<file path="config.mk">
export PLATFORM = sky130hd
export DESIGN_NAME = mem_port_arbiter
export DESIGN_NICKNAME = d
export VERILOG_FILES = /design/src/rtl/mem_port_arbiter.sv
export SDC_FILE = /design/constraint.sdc
export NUM_CORES = 1
export LEC_CHECK = 0
export CELL_PAD_IN_SITES_DETAIL_PLACEMENT = 0
export CELL_PAD_IN_SITES_GLOBAL_PLACEMENT = 1
export CORE_UTILIZATION = 30
export CTS_CLUSTER_SIZE = 25
export DETAILED_ROUTE_END_ITERATION = 6
export PLACE_DENSITY_LB_ADDON = 0.05
export RECOVER_POWER = 50
export SLEW_MARGIN = 30
export SYNTH_ARGS = -nofsm -noshare
export SYNTH_HDL_FRONTEND = slang
export SYNTH_SLANG_ARGS = --single-unit
</file>
<file path="constraint.sdc">
create_clock -name clk -period 1.8 [get_ports clk]
set_input_delay 0.54 -clock clk [delete_from_list [all_inputs] [get_ports clk]]
set_output_delay 0.54 -clock clk [all_outputs]
set_load 0.05 [all_outputs]
</file>
<file path="src/rtl/mem_port_arbiter.sv">
// rtl/mem_port_arbiter.sv - round-robin arbiter sharing one MOC-handshake RAM port between fetch and data requesters
module mem_port_arbiter #(
    parameter int AW      = 32,
    parameter int DW      = 32,
    parameter int TIMEOUT = 64
) (
    input  logic          clk,
    input  logic          reset,
    input  logic          if_req,
    input  logic [AW-1:0] if_addr,
    output logic [DW-1:0] if_rdata,
    output logic          if_done,
    input  logic          d_req,
    input  logic          d_rw,
    input  logic [AW-1:0] d_addr,
    input  logic [DW-1:0] d_wdata,
    output logic [DW-1:0] d_rdata,
    output logic          d_done,
    output logic          mem_enable,
    output logic          mem_rw,
    output logic [AW-1:0] mem_addr,
    output logic [DW-1:0] mem_wdata,
    input  logic [DW-1:0] mem_rdata,
    input  logic          moc,
    output logic          busy,
    output logic          bus_err
);

    typedef enum logic [1:0] {IDLE, ACCESS, RELEASE} state_t;

    localparam int CW = $clog2(TIMEOUT + 1);

    state_t        state_q;
    logic [CW-1:0] cnt_q;
    logic          last_fetch_q;
    logic          owner_fetch_q;
    logic [DW-1:0] if_rdata_q;
    logic [DW-1:0] d_rdata_q;
    logic          if_done_q;
    logic          d_done_q;
    logic          mem_enable_q;
    logic          mem_rw_q;
    logic [AW-1:0] mem_addr_q;
    logic [DW-1:0] mem_wdata_q;
    logic          busy_q;
    logic          bus_err_q;

    logic          grant_any_d;
    logic          grant_fetch_d;
    logic          finish_d;
    logic [DW-1:0] capture_d;

    // On contention the requester that did not win last time gets the port.
    always_comb begin
        grant_any_d   = if_req | d_req;
        grant_fetch_d = if_req & (~d_req | ~last_fetch_q);
        finish_d      = moc | (cnt_q == CW'(TIMEOUT - 1));
        capture_d     = moc ? mem_rdata : '0;
    end

    always_ff @(posedge clk) begin
        if (reset) begin
            state_q       <= IDLE;
            cnt_q         <= '0;
            last_fetch_q  <= 1'b0;
            owner_fetch_q <= 1'b0;
            if_rdata_q    <= '0;
            d_rdata_q     <= '0;
            if_done_q     <= 1'b0;
            d_done_q      <= 1'b0;
            mem_enable_q  <= 1'b0;
            mem_rw_q      <= 1'b0;
            mem_addr_q    <= '0;
            mem_wdata_q   <= '0;
            busy_q        <= 1'b0;
            bus_err_q     <= 1'b0;
        end else begin
            if_done_q <= 1'b0;
            d_done_q  <= 1'b0;
            case (state_q)
                IDLE: begin
                    if (grant_any_d) begin
                        owner_fetch_q <= grant_fetch_d;
                        last_fetch_q  <= grant_fetch_d;
                        mem_rw_q      <= grant_fetch_d ? 1'b1 : d_rw;
                        mem_addr_q    <= grant_fetch_d ? if_addr : d_addr;
                        mem_wdata_q   <= grant_fetch_d ? '0 : d_wdata;
                        mem_enable_q  <= 1'b1;
                        busy_q        <= 1'b1;
                        cnt_q         <= '0;
                        state_q       <= ACCESS;
                    end
                end
                ACCESS: begin
                    if (finish_d) begin
                        // A timed-out read returns zero rather than whatever is on the bus.
                        if (!moc) begin
                            bus_err_q <= 1'b1;
                        end
                        if (owner_fetch_q) begin
                            if_done_q <= 1'b1;
                            if (mem_rw_q) begin
                                if_rdata_q <= capture_d;
                            end
                        end else begin
                            d_done_q <= 1'b1;
                            if (mem_rw_q) begin
                                d_rdata_q <= capture_d;
                            end
                        end
                        mem_enable_q <= 1'b0;
                        state_q      <= RELEASE;
                    end else begin
                        cnt_q <= cnt_q + 1'b1;
                    end
                end
                RELEASE: begin
                    if (!moc) begin
                        busy_q  <= 1'b0;
                        state_q <= IDLE;
                    end
                end
                default: begin
                    mem_enable_q <= 1'b0;
                    busy_q       <= 1'b0;
                    state_q      <= IDLE;
                end
            endcase
        end
    end

    assign if_rdata   = if_rdata_q;
    assign if_done    = if_done_q;
    assign d_rdata    = d_rdata_q;
    assign d_done     = d_done_q;
    assign mem_enable = mem_enable_q;
    assign mem_rw     = mem_rw_q;
    assign mem_addr   = mem_addr_q;
    assign mem_wdata  = mem_wdata_q;
    assign busy       = busy_q;
    assign bus_err    = bus_err_q;

endmodule

</file>
## After elaboration in Yosys (flattened, before gate mapping)

Cells that the tools add are included.

- Reduce and logical (&&, ||, !) cells: 11
- Add/subtract/negate cells: 1
- Equal/unequal tests: 7
- Bitwise gates (word level): 10
- Multiplexer cells: 18

Operator list:

| cell | number |
|---|---|
| $mux 32 | 3 |
| $reduce_and 3->1 | 5 |
| $mux 7 | 2 |
| $pmux 7 s2 | 1 |
| $ne 2x2->1 const B | 4 |
| $reduce_and 4->1 | 2 |
| $add 7x1->7 const B | 1 |
| $eq 7x6->1 const B | 1 |
| $mux 1 | 6 |
| $mux 2 | 3 |
| $not 1->1 | 6 |
| $pmux 1 s3 | 2 |
| $pmux 2 s3 | 1 |
| $or 1x1->1 | 3 |
| $reduce_or 3->1 | 1 |
| $eq 2x1->1 const B | 1 |
| $eq 2x2->1 const B | 1 |
| $logic_not 2->1 | 1 |
| $reduce_and 2->1 | 1 |
| $reduce_bool 2->1 | 1 |
| $and 1x1->1 | 1 |

- Input port bits: 134
- Word-level logic and storage cells: 60
- Bits in registers: 144
- Output and inout port bits: 134

## Logic depth before layout (Yosys ltp)

- Depth in word-level cells: 4
- Depth in mapped cells: 8
- Mapped depth without buffers: 5

## Worst setup path after synthesis

Ideal clock, no wire load.

- Kind: input to register
- From: input port d_req
- To: register busy_q, in the netlist busy
- Cell stages on the path: 8
- Path buffers: 4
- Slack: 0.107 ns
- Data arrival time: 1.563 ns
- Setup time: 0.130 ns
- Required time: 1.670 ns
- Cells stage by stage: or2_0 buf_2 and2_1 buf_6 buf_6 buf_6 a21oi_1 nor2_1

- Word-level cells in the longest chain between the ends: 3

RTL lines:

| element | RTL line | RTL |
|---|---|---|
| from (decl) | 13 | `input logic d_req,` |
| $or 1x1->1 | 55 | `grant_any_d = if_req \| d_req;` |
| $ne 2x2->1 (no line) | - |  |
| $reduce_and 3->1 (no line) | - |  |
| to (signal assigned) | 75 | `busy_q <= 1'b0;` |
| to (signal assigned) | 89 | `busy_q <= 1'b1;` |
| to (signal assigned) | 119 | `busy_q <= 1'b0;` |
| to (decl) | 45 | `logic busy_q;` |

Every way passes these cells.
A chain may end at the register's enable or synchronous reset.

## Worst setup path after layout

- From: input port if_req
- To: register mem_wdata_q[11], in the netlist mem_wdata[11]

- Word-level cells in the longest chain between the ends: 2
- Elaborated cells on any way between the ends: 4
- Classes of those cells: mux (1); bitwise (2); reduce/logical (1)

RTL lines:

| element | RTL line | RTL |
|---|---|---|
| from (decl) | 9 | `input logic if_req,` |
| $and 1x1->1 or $or 1x1->1 (tied branches) | 56, 55 |  |
| $mux 32 or $reduce_and 2->1 (tied branches) | - |  |
| to (signal assigned) | 87 | `mem_wdata_q <= grant_fetch_d ? '0 : d_wdata;` |
| to (decl) | 44 | `logic [DW-1:0] mem_wdata_q;` |

Parallel ways exist; a longest one is shown, timed or not.

==> results.md <==
* R2r endpoint: cnt_q[2]$_SDFFE_PP0P_
* Hold bufs inserted after CTS at 0
* Pin count of the biggest net entering global routing at 67
* Slew Limit Fails at 0
* Synth Flop Type: dfxtp_1
* Crit path max-delay cell type: clkdlybuf4s50_1
* Dpl hpwl at between 10000 and 15000 um
* Final ANT Viol Nets at 0
* First-pass GRT wire length at around 26000 um
* Critical Path Source: if_req
* Initial Util at 30.6%
* Fmax at around 580 MHz
* Crit path to: mem_wdata[11]$_SDFFE_PP0P_
* Critical path, cell by cell: clkdlybuf4s50_1 -> or2_0 -> buf_4 -> a21oi_4 -> buf_4 -> clkbuf_16 -> a22o_1
* Most Crowded Layer GR: met2
* Area contributors post-synth: dfxtp_1 (50%), mux2i_1 (17%), a22o_1 (4.9%)
* WL per Instance at roughly 15 um
* Synth unique cells at between 40 and 50
* CP Max Fanout at 17
* Syn_area_per_cell at 10.5 um^2
* Worst-path clk slew at 60 ps
* Net count after synthesis at between 600 and 700
* Worst R2R Path Depth at 6
* Routed WL at about 16000 um
* Seq cells post-synth at roughly 140
* Drt drc at 0
* Max clock buf depth at 2
* Seq/Total Area, Yosys at 50.4%
* Area grow syn2layout at 53.3%
* Leakage at 4.08 nW
* CP dominant cell by count: buf_4
* GRT Total Usage at between 10% and 20%
* Post-route cell area at between 0.008 and 0.009 mm^2
* GR Util met3 at under 10%
* Core ar. at between 0.015 and 0.02 mm^2
* DIE WIDTH at about 140 um
* Final WS setup at around 70 ps
* CP required at about 2100 ps
* Asr flop ratio synth at 0%
* Least-Margin Pin Slew at between 400 and 500 ps
* Top-area cell type share of the netlist area at between 50% and 60%
* Proportion of layout cells with a drive suffix above 1 at 28.2%
* H-tree Lvls at 4
* Via count at about 5k
* FP Rows at 50
* Total Nets Final at 956
* Final number of hold-violating endpoints at 0
* FF-to-FF setup slack at approximately 110 ps
* RSZ-0062 raised after global routing: no
* Vias per Instance at around 4.7
* Fillers at about 1.8k
* Clock skew at ~10 ps
* Worst Hold Class: primary input to flop
* Number of cells on the worst hold path at 2
* CP max stage delay at ~510 ps
* Rel. slew slack at between 60% and 70%
* Clock latency on the worst-skew pair at ~420 ps
* CP arrival at a little over 2000 ps
* Clock sinks at about 140
* Tmin final at 1730 ps
* Ports at between 200 and 300
* Die Y at ~140 um
* Max Cap Viol at 0
* CTS buffer count at 17
* FF-to-FF Start: cnt_q[1]$_SDFFE_PP0P_
* Outcome: finished, final reports clean
* VDD IR-drop max at ~0.00063 V
* Detailed Routing Iterations Pass 1 at 4
* Gpl congestion at ~0.76
* CTS tree: built
* Vias in the first global route at around 5.0k
* Synth warn at 0
* Final Setup Violations at 0
* Crit path launch type: primary input
* Cell taking the most area after synthesis: dfxtp_1
* Met2 usage at around 27%
* Final period utilization at between 90% and 100%
* Gr ovfl total at 0
* CTS Root Cell: clkbuf_16
* Number of synthesized flops with an enable pin at 0
* Global routing usage on met1 at between 10% and 20%
* Setup WS pre-CTS at -328 ps
* CP Capture Type: flop
* Port Buf Inserts at 267
* Critical path class: primary input to flop
* Drt first-iter violations at between 100 and 150
* Ant diodes at 0
* Placed Area at about 0.0085 mm^2
* Initial antenna violation count at 0
* PwrDens at 977 mW/mm^2
* Synthesized area at roughly 0.0057 mm^2
* Cells after Synth at around 540
* Die Area at ~0.02 mm^2
[what timing repair did]
| item | in CTS | in global routing |
|---|---|---|
| endpoints found under the hold margin | 0 | 0 |
| buffers inserted | 0 | 2 |
| endpoints found under the setup margin | 1 | 39 |
| gates cloned | 0 | 2 |
| pin swaps | 0 | 2 |
| resized for setup | 1 | 5 |
[layout by cell type (no fill, tap or decap), drive strengths merged, types with 2 or more instances in the layout]
cell	netlist	layout
a21oi	8	8
clkbuf	18	153
nor2	38	38
a21o	2	2
nor3b	2	2
inv	3	7
dfxtp	144	144
nand3	36	36
and3	2	2
nand3b	3	3
clkinv	0	5
a22o	32	32
buf	26	35
nand2	71	71
o211ai	2	2
clkinvlp	0	4
o2111ai	3	3
nand2b	3	3
o21ai	5	5
a211oi	32	32
clkdlybuf4s50	0	132
mux2i	97	97
nor3	4	4
[how the worst min path moves through the flow]
| stage | start | end | slack [ps] |
|---|---|---|---|
| floorplan | cnt_q[6]$_SDFFE_PP0P_ | cnt_q[6]$_SDFFE_PP0P_ | 440 |
| CTS | reset | owner_fetch_q$_SDFFE_PP0P_ | 430 |
| global placement | if_rdata[18]$_SDFFE_PP0P_ | if_rdata[18]$_SDFFE_PP0P_ | 450 |
| finish | reset | owner_fetch_q$_SDFFE_PP0P_ | 460 |
| detailed placement | if_rdata[18]$_SDFFE_PP0P_ | if_rdata[18]$_SDFFE_PP0P_ | 460 |
| global route | reset | owner_fetch_q$_SDFFE_PP0P_ | 450 |
[where the power goes]
group / switching [mW] / internal [mW] / total, mW
Combinational: 1.06 / 0.678 / 1.74
Clock: 1.43 / 1.96 / 3.39
Sequential: 0.0980 / 3.35 / 3.45
[area by class of cell]
class                      instances  area [um^2]  share of cell area (%)
sequential                       144         2880                    32.9
multi-input combinational        353         2610                    29.7
timing repair buffer             302         2410                    27.5
clock buffer                      18          439                    5.01
tap                              234          293                    3.34
clock inverter                    14          131                    1.50
inverter                           3         11.3                   0.128
[registers in the layout, summed over array words and instances, names as in the netlist]
signal,cells
d_rdata,32
if_rdata,32
mem_addr,32
mem_wdata,32
cnt_q,7
state_q,2
bus_err,1
busy,1
d_done,1
if_done,1
mem_enable,1
mem_rw,1
owner_fetch_q,1
[Yosys cell counts, drive strengths merged, types with 3 or more instances]
library cell and n:
a211oi 32, a21oi 8, a22o 32, buf 26
clkbuf 18, dfxtp 144, inv 3, mux2i 97
nand2 71, nand2b 3, nand3 36, nand3b 3
nor2 38, nor3 4, o2111ai 3, o21ai 5
[routing by layer]
layer	up-vias	wire length, um
met3	16	1210
met5	-	0
li1	2488	-
met4	0	214
met2	166	7630
met1	2302	7340
[metrics by stage]
| step | instances | TNS, ps | hold WS (ps) | utilization (%) | total power [mW] |
|---|---|---|---|---|---|
| after floorplan | 544 | 0 | 444 | - | 4.59 |
| after global placement | 1032 | -28320 | 447 | 45.5 | 5.32 |
| after detailed placement | 1032 | -31530 | 455 | 45.5 | 5.34 |
| after CTS | 1064 | 0 | 426 | 48.5 | 8.78 |
| after global routing | 1068 | 0 | 451 | 46.9 | 8.94 |
| final | 1068 | 0 | 457 | 46.9 | 8.57 |
[worst max-delay path, delay by kind of cell]
kind            cells  cell delay, ps
simple gates        1             200
buf+inv             4            1000
compound gates      2             280
[logic make-up (layout without fill, tap and decap cells)]
logic type / Yosys count / in the layout / synth area share (%)
compound gates: 89 / 89 / 13.9
xor+xnor: 1 / 1 / 0.153
fa+ha+maj: 1 / 1 / 0.219
buf+inv: 47 / 337 / 4.85
flops: 144 / 144 / 50.4
mux: 97 / 97 / 17.0
simple gates: 165 / 165 / 13.6
Note: power is estimated with default switching activity, not from simulation.
==> RTL change: new RTL, same settings <==
`TIMEOUT`: 64 -> 128.
--- a/src/rtl/mem_port_arbiter.sv
+++ b/src/rtl/mem_port_arbiter.sv
@@ -3,5 +3,5 @@
     parameter int AW      = 32,
     parameter int DW      = 32,
-    parameter int TIMEOUT = 64
+    parameter int TIMEOUT = 128
 ) (
     input  logic          clk,
Formal check against the unedited RTL: no difference found for any inputs over 4 cycles, from zero or initial values and one cycle with reset high; that may be too few to reach the edited logic, so the function may still have changed.
==> RTL change against the original RTL <==
Combinational power grew 6%; hold slack lost 0.026 ns; power grew 2.7%; clock power grew 2%; final area grew 1.8%; the run now ends with design-rule violations left; synthesized area shrank 2.3%; sequential cell count grew 1; count of clock-buffer cells in the layout is the same; setup slack lost 0.013 ns; die area shrank 2.3%; via count grew 9.2%; routed wire length grew 8.3%; clock skew grew 0.0018 ns; highest routed layer unchanged.
==> RTL change: results (changes against the original RTL) <==
| Metric | Value |
|---|---|
| P_leak | `0.00359 uW (-12%)` |
| Met3 wire len | `1430 um (+18%)` |
| Met2 usage | `0.314 (+0.0394)` |
| Vias per inst | `4.97 (+6.7%)` |
| Synth unique cells | `41 (-11%)` |
| R2r endpoint | `d_rdata[10]` |
| Metal-1 WL | `7230 um (-1.6%)` |
| Failing checks | `design-rule violations` |
| Comb power frac | `0.209 (+0.006)` |
| NetSw | `2690 uW (+4.1%)` |
| Met2 wire len | `8780 um (+15%)` |
| Synth top cells by count | `dfxtp_1 (145), a21oi_1 (73), nand3_1 (67), o21ai_1 (63), nor2_1 (41)` |
| Vias in the first global route | `5443 (+8.2%)` |
| Routed WL | `17700 um (+8.3%)` |
| Path depth of the worst reg2reg path | `5 (-1)` |
| Status | `finished with violations` |
| Worst Path Arrival | `2.07 ns (+0.03 ns)` |
| Layout cells sized above 1 | `0.235 (-0.0468)` |
| Fin cells | `1093 (+2.3%)` |
| Largest stage delay on the critical path | `0.57 ns (+0.06 ns)` |
| GPL Wtd Cong | `0.753 (-1.2%)` |
| Peak supply drop | `0.000537 V (-15%)` |
| Pre-CTS setup slack | `-0.335 ns (-0.00708 ns)` |
| Slew HR | `0.569 (-0.128)` |
| Mux share of post-synthesis cell area | `0.0627 (-0.107)` |
| Total Routing Usage GR | `0.183 (+0.0174)` |
| Synth Area in Adders | `0.00224 (+0.0000518)` |
| Final net count | `986 (+3.1%)` |
| Reg-to-reg slack, setup | `0.16 ns (+0.05 ns)` |
| Final Hold Slack | `0.431 ns (-0.0264 ns)` |
| Mapped Nets | `733 (+8.0%)` |
| Post-place instance area | `8300 sq um (-2.5%)` |
| Register area share after synthesis | `0.519 (+0.0155)` |
| DRC Markers | `30 (+30)` |
| FILL cells | `1693 (-4.9%)` |
| Post-DP HPWL | `12200 um (+4.2%)` |
| First DRT Iteration DRCs | `278 (+94%)` |
## RTL change: changes by cell type in the layout (fill, tap and decap cells not counted), sizes merged, moves of 31 or more
cell    change
a21oi      +66
buf       +125
clkbuf    -134
mux2i      -62
nand2      -62
nand3      +31
o21ai      +61
## RTL change: cell type report
cell class	count	area [sq um]	area share
clock buffers	18	439	0.0492
flip-flops and latches	145	2900	0.325
multi-input cells	393	2420	0.271
repair buffers	292	2730	0.306
clock inverters	14	143	0.0160
well taps	229	287	0.0321
inverters	2	7.51	0.000840
## RTL change: worst max path at each step
stage	to	slack, ns	cells after the start	start
floorplan	cnt_q[7]	0.21	5	d_req
global placement	mem_addr[3]	-0.28	5	if_req
detailed placement	mem_addr[3]	-0.34	5	if_req
CTS	d_rdata[23]	0.09	5	cnt_q[3]
global route	d_rdata[10]	-0.007	5	state_q[0]
finish	mem_addr[22]	0.06	7	d_req
